$ cat src/rtl/decode_instr_queue.sv
// decode_instr_queue
//    Circular-buffer instruction queue between fetch and decode. Holds up to
//    DEPTH entries (instruction, PC, PC+4, predicted target, BTB way, taken
//    bit) so fetch can keep running while decode stalls. A flush empties the
//    queue in one cycle.
//
// Ports
//    i_clk, i_arst            clock (rising edge), async reset (active low)
//    i_flush                  drop all entries; wins over push and pop
//    i_valid / o_ready        fetch-side handshake and entry payload (i_*)
//    o_valid / i_ready        decode-side handshake and head payload (o_*)
//    o_count, o_empty, o_full occupancy status
module decode_instr_queue #(
   parameter int ADDR_WIDTH  = 64,
   parameter int INSTR_WIDTH = 32,
   parameter int BTB_WAY_W   = 2,
   parameter int DEPTH       = 4,
   parameter int CNT_W       = $clog2(DEPTH + 1)
) (
   input  logic                   i_clk,
   input  logic                   i_arst,
   input  logic                   i_flush,
   input  logic                   i_valid,
   output logic                   o_ready,
   input  logic [INSTR_WIDTH-1:0] i_instruction,
   input  logic [ADDR_WIDTH-1:0]  i_pc,
   input  logic [ADDR_WIDTH-1:0]  i_pc_plus4,
   input  logic [ADDR_WIDTH-1:0]  i_pc_target_pred,
   input  logic [BTB_WAY_W-1:0]   i_btb_way,
   input  logic                   i_branch_pred_taken,
   output logic                   o_valid,
   input  logic                   i_ready,
   output logic [INSTR_WIDTH-1:0] o_instruction,
   output logic [ADDR_WIDTH-1:0]  o_pc,
   output logic [ADDR_WIDTH-1:0]  o_pc_plus4,
   output logic [ADDR_WIDTH-1:0]  o_pc_target_pred,
   output logic [BTB_WAY_W-1:0]   o_btb_way,
   output logic                   o_branch_pred_taken,
   output logic [CNT_W-1:0]       o_count,
   output logic                   o_empty,
   output logic                   o_full
);

   localparam int PTR_W = $clog2(DEPTH);
   localparam logic [CNT_W-1:0] FULL_CNT = CNT_W'(DEPTH);
   localparam logic [INSTR_WIDTH-1:0] NOP_INSTR = INSTR_WIDTH'(32'h0000_0013);

   logic [INSTR_WIDTH-1:0] mem_instr [DEPTH];
   logic [ADDR_WIDTH-1:0]  mem_pc    [DEPTH];
   logic [ADDR_WIDTH-1:0]  mem_pc4   [DEPTH];
   logic [ADDR_WIDTH-1:0]  mem_tgt   [DEPTH];
   logic [BTB_WAY_W-1:0]   mem_way   [DEPTH];
   logic                   mem_taken [DEPTH];

   logic [PTR_W-1:0] wr_ptr;
   logic [PTR_W-1:0] rd_ptr;
   logic [CNT_W-1:0] count;
   logic             push;
   logic             pop;

   // Full/empty come from the count so pointer equality is never ambiguous.
   assign o_full  = (count == FULL_CNT);
   assign o_empty = (count == '0);
   assign o_ready = !o_full;
   assign o_valid = !o_empty;
   assign o_count = count;

   assign push = i_valid & o_ready;
   assign pop  = o_valid & i_ready;

   always_ff @(posedge i_clk or negedge i_arst) begin
      if (!i_arst) begin
         wr_ptr <= '0;
         rd_ptr <= '0;
         count  <= '0;
         for (int i = 0; i < DEPTH; i++) begin
            mem_instr[i] <= '0;
            mem_pc[i]    <= '0;
            mem_pc4[i]   <= '0;
            mem_tgt[i]   <= '0;
            mem_way[i]   <= '0;
            mem_taken[i] <= 1'b0;
         end
      end else if (i_flush) begin
         wr_ptr <= '0;
         rd_ptr <= '0;
         count  <= '0;
      end else begin
         if (push) begin
            mem_instr[wr_ptr] <= i_instruction;
            mem_pc[wr_ptr]    <= i_pc;
            mem_pc4[wr_ptr]   <= i_pc_plus4;
            mem_tgt[wr_ptr]   <= i_pc_target_pred;
            mem_way[wr_ptr]   <= i_btb_way;
            mem_taken[wr_ptr] <= i_branch_pred_taken;
            wr_ptr            <= wr_ptr + PTR_W'(1);
         end
         if (pop) begin
            rd_ptr <= rd_ptr + PTR_W'(1);
         end
         if (push && !pop) begin
            count <= count + CNT_W'(1);
         end else if (pop && !push) begin
            count <= count - CNT_W'(1);
         end
      end
   end

   // Empty queue presents a NOP bubble so decode never sees stale data.
   always_comb begin
      o_instruction       = NOP_INSTR;
      o_pc                = '0;
      o_pc_plus4          = '0;
      o_pc_target_pred    = '0;
      o_btb_way           = '0;
      o_branch_pred_taken = 1'b0;
      if (o_valid) begin
         o_instruction       = mem_instr[rd_ptr];
         o_pc                = mem_pc[rd_ptr];
         o_pc_plus4          = mem_pc4[rd_ptr];
         o_pc_target_pred    = mem_tgt[rd_ptr];
         o_btb_way           = mem_way[rd_ptr];
         o_branch_pred_taken = mem_taken[rd_ptr];
      end
   end

endmodule

$ cat config.mk
export PLATFORM = sky130hd
export DESIGN_NAME = decode_instr_queue
export DESIGN_NICKNAME = d
export VERILOG_FILES = /design/src/rtl/decode_instr_queue.sv
export SDC_FILE = /design/constraint.sdc
export NUM_CORES = 1
export LEC_CHECK = 0
export CAP_MARGIN = 20
export CORE_MARGIN = 4
export CORE_UTILIZATION = 30
export CTS_BUF_LIST = sky130_fd_sc_hd__clkbuf_4
export DETAILED_ROUTE_END_ITERATION = 6
export PLACE_DENSITY_LB_ADDON = 0.05
export RECOVER_POWER = 50
export SETUP_SLACK_MARGIN = 0.2
export SYNTH_ARGS = -nofsm -noshare
export SYNTH_HDL_FRONTEND = slang
export SYNTH_SLANG_ARGS = --single-unit
$ cat constraint.sdc
create_clock -name i_clk -period 2.9 [get_ports i_clk]
set_clock_uncertainty 0.15 [all_clocks]
set_input_delay 0.58 -clock i_clk [delete_from_list [all_inputs] [get_ports i_clk]]
set_output_delay 0.58 -clock i_clk [all_outputs]
set_load 0.05 [all_outputs]
==> run_results.csv <==
group,metric,value,unit
floorplanning,io_pins,466,
routing,finalWirelength,127600,um
sta,holdWs,0.3473,ns
power,finalPower,71.36,mW
global_routing,antenna_found_initial,21,
placed_design,dp_hpwl,81760,um
setup_path,path_cells,"buf_12 -> buf_16 -> buf_12 -> buf_16 -> mux4_2 -> and2_4 -> buf_6",
routing,drc_errors,0,
routing,firstDrtPassIters,6,
global_routing,grt_pass1_vias,30610,
cells_and_area,final_cell_mix,"dfrtp_1, mux2_2, clkbuf_4",
floorplanning,die-area,142900,um2
synthesis,synth-xor-area-share,0.04266,%
cts,cts_max_level,5,
floorplanning,fp.dieW,378.0,um
setup_path,required,2.17,ns
setup_path,cp-end-kind,"primary output",
routing,routed_via_density,4.749,
power,peakVddDrop,1.038,mV
routing,drtAntennaViolNets,0,
run,cap_violations,0,
setup_path,slowest_stage,"dfrtp_4",
cells_and_area,postLayoutCellArea,58430,um2
sta,timing.final.hold_violations,0,
routing,drtIter0Drc,883,
synthesis,yosys.area_share.simple,3.699,%
synthesis,ys_ff_latch,915,
floorplanning,die_h,378.0,um
synthesis,synth_enable_flop_cells,0,
synthesis,synthMuxAreaShare,37.67,%
synthesis,seq_area_frac_synth,55.76,%
sta,period_share,127.7,%
cells_and_area,nets,3808,
global_routing,grt_use_total,17.71,%
setup_path,crit_type,"flop to primary output",
synthesis,synth.net_count,2748,
cells_and_area,drive_above_1_share,61.14,%
cells_and_area,instances_no_fill,5541,
cts,numCtsBuffers,291,
global_routing,grt_pass1_wl,191400,um
placed_design,io_buffers,465,
synthesis,synthAdderAreaFrac,0.1706,%
sta,setup_violations,232,
synthesis,synth_ff_type,"dfrtp_1",
cells_and_area,finish.utilization,43.02,%
sta,rsz0062_at_grt,"true",
synthesis,synth_compound_area_share,0.2803,%
floorplanning,core,135800,um2
cells_and_area,layout_commonest_cell,"dfrtp_1",
placed_design,dp_cells,4738,
sta,drv_slew,0,
sta,fin_setup_tns,-165.37,ns
setup_path,crit_fanout,8,
sta,max_freq,269.9,MHz
cts,clk_latency,1.09,ns
sta,worst_pin_slew,1.259,ns
power,power.leakage,25.82,nW
setup_path,r2r-start,"o_count[0]",
synthesis,synth_area,41070,um2
routing,wl_per_cell,23.02,um
placed_design,place_ws,-0.2020,ns
cts,clock_sinks,915,
placed_design,gp_congestion,0.7298,
routing,vias,26310,
synthesis,yosysWarnings,0,
worst_hold_path,holdCritPathClass,"flop to flop",
floorplanning,initial_core_util,30.24,%
synthesis,syn_inst,2511,
status,status,"finished, violations left",
setup_path,slowest_delay,0.50,ns
setup_path,arrival,2.97,ns
setup_path,critPathLaunchType,"flop",
cells_and_area,synthToLayoutAreaGrowth,42.28,%
cts,clockBufferDepth,4,
worst_hold_path,min-delay-start,"mem_pc4[110]",
placed_design,postPlaceCellArea,48950,um2
cts,path_clk_slew,0.06,ns
global_routing,gr-total-overflow,0,
cells_and_area,fillers,12380,
status,failed_checks,"negative setup slack",
synthesis,synth-async-reset-ratio,100.0,%
sta,setup_slack,-0.8045,ns
cts,root_buffer,"clkbuf_4",
sta,post-route-min-period,3.704,ns
floorplanning,rows,135,
synthesis,synth_cell_types,36,
cts,cts_tree,"done",
synthesis,syn_avg_cell_area,16.35,um2
sta,slew-limit-headroom,16.04,%
power,power_density,1221,nW/um2
setup_path,startpoint,"rd_ptr[0]",
global_routing,grt_max_degree,84,
synthesis,synth_top_family_by_area,"multiplexers",
[registers in the layout, indices dropped and copies added, names as in the netlist]
| name | count |
|---|---|
| mem_taken | 4 |
| o_count | 3 |
| rd_ptr | 2 |
| mem_pc4 | 256 |
| mem_pc | 256 |
| mem_way | 8 |
| mem_instr | 128 |
| mem_tgt | 256 |
| wr_ptr | 2 |
[routing by layer]
layer	up-vias	GRT usage [%]	part of all wire, %
met4	8	6.343	2.6
met5	-	0	0.045
met2	659	29.80	50
li1	11540	-	-
met1	13860	21.78	41
met3	249	4.984	5.7
[cell usage after synthesis, types with 2 or more instances]
cell | number | area, um2
buf_6 | 15 | 168.9
or2_2 | 3 | 18.77
mux2_4 | 30 | 450.4
buf_2 | 108 | 540.5
inv_1 | 9 | 33.78
mux4_2 | 227 | 5112
o31ai_1 | 2 | 15.01
nor2_1 | 7 | 26.28
buf_4 | 3 | 22.52
a21oi_1 | 2 | 10.01
mux2_2 | 879 | 9898
xor2_1 | 2 | 17.52
and2_1 | 224 | 1401
o21ai_0 | 3 | 15.01
nand3_1 | 5 | 25.02
buf_1 | 15 | 56.30
clkbuf_1 | 41 | 153.9
dfrtp_1 | 915 | 22900
ha_1 | 4 | 50.05
[path summary, 6_finish.rpt]
kind	end	slack, ns	depth (start not counted)
max reg2reg	o_count[2]	0.25	10
max	o_instruction[24]	-0.80	7
min	mem_pc4[110]	0.35	1
min reg2reg	mem_pc4[110]	0.35	1
max in group asynchronous	mem_tgt[7]	0.01	5
min in group asynchronous	mem_tgt[242]	0.55	3
[repair_timing]
item                                    in CTS  in global routing
setup buffers                               44                 14
hold endpoints to repair                  1829                  0
gates cloned                                20                 11
endpoints found under the setup margin     234                239
gates resized for setup                    499                216
pin swaps                                   67                 45
hold buffers                               232                  0
[critical path: cells and delay by family (launching register included)]
family        cells  cell delay, ns
simple gates      1            0.19
buf+inv           5            0.73
flops             1            0.50
mux               1            0.43
[power breakdown]
| part | internal, mW | switching (mW) | total (mW) |
|---|---|---|---|
| clock | 6.48 | 5.64 | 12.1 |
| combinational | 20.0 | 18.5 | 38.5 |
| sequential | 18.1 | 2.57 | 20.7 |
| total | 44.6 | 26.7 | 71.4 |
[kinds of logic after synthesis]
group                    after synthesis
adder cells (fa/ha/maj)                5
multiplexers                        1137
XOR/XNOR                               2
buffers and inverters                191
AND/OR/NAND/NOR                      245
flip-flops                           915
AO/OA/AOI/OAI                         16
[cell type report]
cell class / instances / area, um2 / area share (%)
Timing Repair Buffer: 948 / 12010 / 20.55
Clock buffer: 409 / 3070 / 5.255
Clock inverter: 52 / 226.5 / 0.3876
Inverter: 9 / 38.79 / 0.06639
Sequential cell: 915 / 22910 / 39.21
Multi-Input combinational cell: 1406 / 17890 / 30.63
Tap cell: 1781 / 2228 / 3.814
Antenna cell: 21 / 52.55 / 0.08994
Note: power is estimated with default switching activity, not from simulation.
==> patch (same flow settings) <==
`INSTR_WIDTH`: 32 -> 40.
--- a/src/rtl/decode_instr_queue.sv
+++ b/src/rtl/decode_instr_queue.sv
@@ -13,5 +13,5 @@
 module decode_instr_queue #(
    parameter int ADDR_WIDTH  = 64,
-   parameter int INSTR_WIDTH = 32,
+   parameter int INSTR_WIDTH = 40,
    parameter int BTB_WAY_W   = 2,
    parameter int DEPTH       = 4,
Interface: changed (resized i_instruction and o_instruction); port bits go from 466 to 482. The function was not compared with the original's and may differ.
==> patch against the original RTL <==
The run still ends with setup timing left; sequential power grew 3%; die area grew 5.1%; largest cell class unchanged; total power shrank 2.8%; synthesized cell count grew 3.5%; worst setup slack lost 0.018 ns; sequential cell count grew 32; cell area shrank 0.26%; count of clock-buffer cells in the layout grew 9; via count grew 2.8%; first-iteration DRC count shrank 16%; non-clock buffer count shrank 9; wire length grew 2.1%; synthesized area grew 5.2%.
==> patch: results (changes against the original RTL) <==
FF+latch count, synth - 947 (+3.5%)
Hold WS - 0.276 ns (-0.0716 ns)
number of hold buffers added after cts - 240 (+3.4%)
Cell variety after synth - 37 (+2.8%)
run status - finished, violations left
number of combinational gates with multiple inputs - 1453 (+3.3%)
sequential cell area in the final layout - 23700 um2 (+3.5%)
top cell types by occurrence after synthesis - sky130_fd_sc_hd__dfrtp_1 (947), sky130_fd_sc_hd__mux2_2 (527), sky130_fd_sc_hd__mux2_1 (414)
pre-CTS setup slack - 0.123 ns (+0.325 ns)
worst-case vdd ir drop - 1.10 mV (+6.2%)
adder-cell share of the synthesized area - 0.00162 (-0.0000850)
PostCTS Resize Cnt - 198 (-60%)
clk_buf instances - 418 (+2.2%)
worst reg2reg setup slack - 0.35 ns (+0.10 ns)
clock latency on the worst-skew pair - 1.11 ns (+0.02 ns)
Inserted Clock Buffers - 301 (+3.4%)
minimum setup slack in the final design - -0.822 ns (-0.0180 ns)
Power per Cell Area - 1190 nW/um2 (-2.6%)
Total Wirelength - 130000 um (+2.1%)
post-place instance area - 50600 um2 (+3.3%)
Via Count - 27100 (+2.8%)
normalized max-slew margin - 0.162 (+0.00190)
compound-cell area share of the yosys netlist - 0.00266 (-0.000140)
Static Leak - 26.0 nW (+0.87%)
total negative slack for setup checks - -171.43 ns (-6.05 ns)
mux share of post-synthesis cell area - 0.368 (-0.00886)
number of nets in the final layout - 3896 (+2.3%)
ranking of synthesized cells by area - sky130_fd_sc_hd__dfrtp_1 (55%), sky130_fd_sc_hd__mux2_2 (14%), sky130_fd_sc_hd__mux4_2 (12%), sky130_fd_sc_hd__mux2_1 (11%), sky130_fd_sc_hd__and2_1 (3.4%)
Post-Syn Area per Cell - 16.6 um2 (+1.7%)
ratio of cells with drive above 1 in the final layout - 0.477 (-0.134)
count of endpoints failing setup in the final report - 239 (+3.0%)
min-delay worst type - input port to flop
Inst Count DP - 4955 (+4.6%)
peak fanout along the critical path - 14 (+6)
DR iter-0 viols - 742 (-16%)
CP arrival - 2.99 ns (+0.02 ns)
number of global-route vias before repair - 31700 (+3.7%)
die width - 388 um (+2.5%)
total of buffers placed on input and output ports - 481 (+3.4%)
library cell contributing the largest single delay on the critical path - sky130_fd_sc_hd__mux4_2
DPL Wire Length - 85800 um (+5.0%)
number of fillers in the final layout - 13400 (+7.9%)
buffer type at the clock tree root - sky130_fd_sc_hd__clkbuf_4
wire length of the first global-routing pass - 199000 um (+4.0%)
sequential cell area fraction in the yosys report - 0.548 (-0.00924)
data-path buffer share of cell area in the final layout - 0.182 (-0.0239)
Clock buf/inv share - 0.0584 (+0.00197)
non-clock buffer total of the final layout - 939 (-0.95%)
maximum number of pins on one net before global-route repair - 122 (+45%)
longest individual stage delay on the worst path - 0.53 ns (+0.03 ns)
failing checks - setup timing
Final Non-Filler Cells - 5739 (+3.6%)
xor-xnor portion of the synthesized cell area - 0.000405 (-0.0000212)
## patch: metal layers
metal	GRT usage	vias to the layer above	routed length (um)
li1	-	11800	-
met1	0.210	14300	53500
met2	0.295	660	65900
met3	0.0509	265	7450
met4	0.0582	8	3330
met5	0	-	49
## patch: report_power, final
| part | switching [W] | total (W) | internal [W] |
|---|---|---|---|
| clock network | 0.00572 | 0.0125 | 0.00679 |
| registers | 0.00267 | 0.0214 | 0.0187 |
| logic | 0.0183 | 0.0354 | 0.0171 |
## patch: path summary, 6_finish.rpt
kind	start	end	depth (start not counted)
setup reg to reg	o_count[0]	mem_tgt[71]	8
max in group asynchronous	i_arst	mem_instr[133]	5
min in group asynchronous	i_arst	mem_pc4[141]	4
setup / recovery	rd_ptr[0]	o_instruction[0]	6
hold / removal	i_flush	rd_ptr[1]	3
hold reg to reg	mem_pc[47]	mem_pc[47]	1
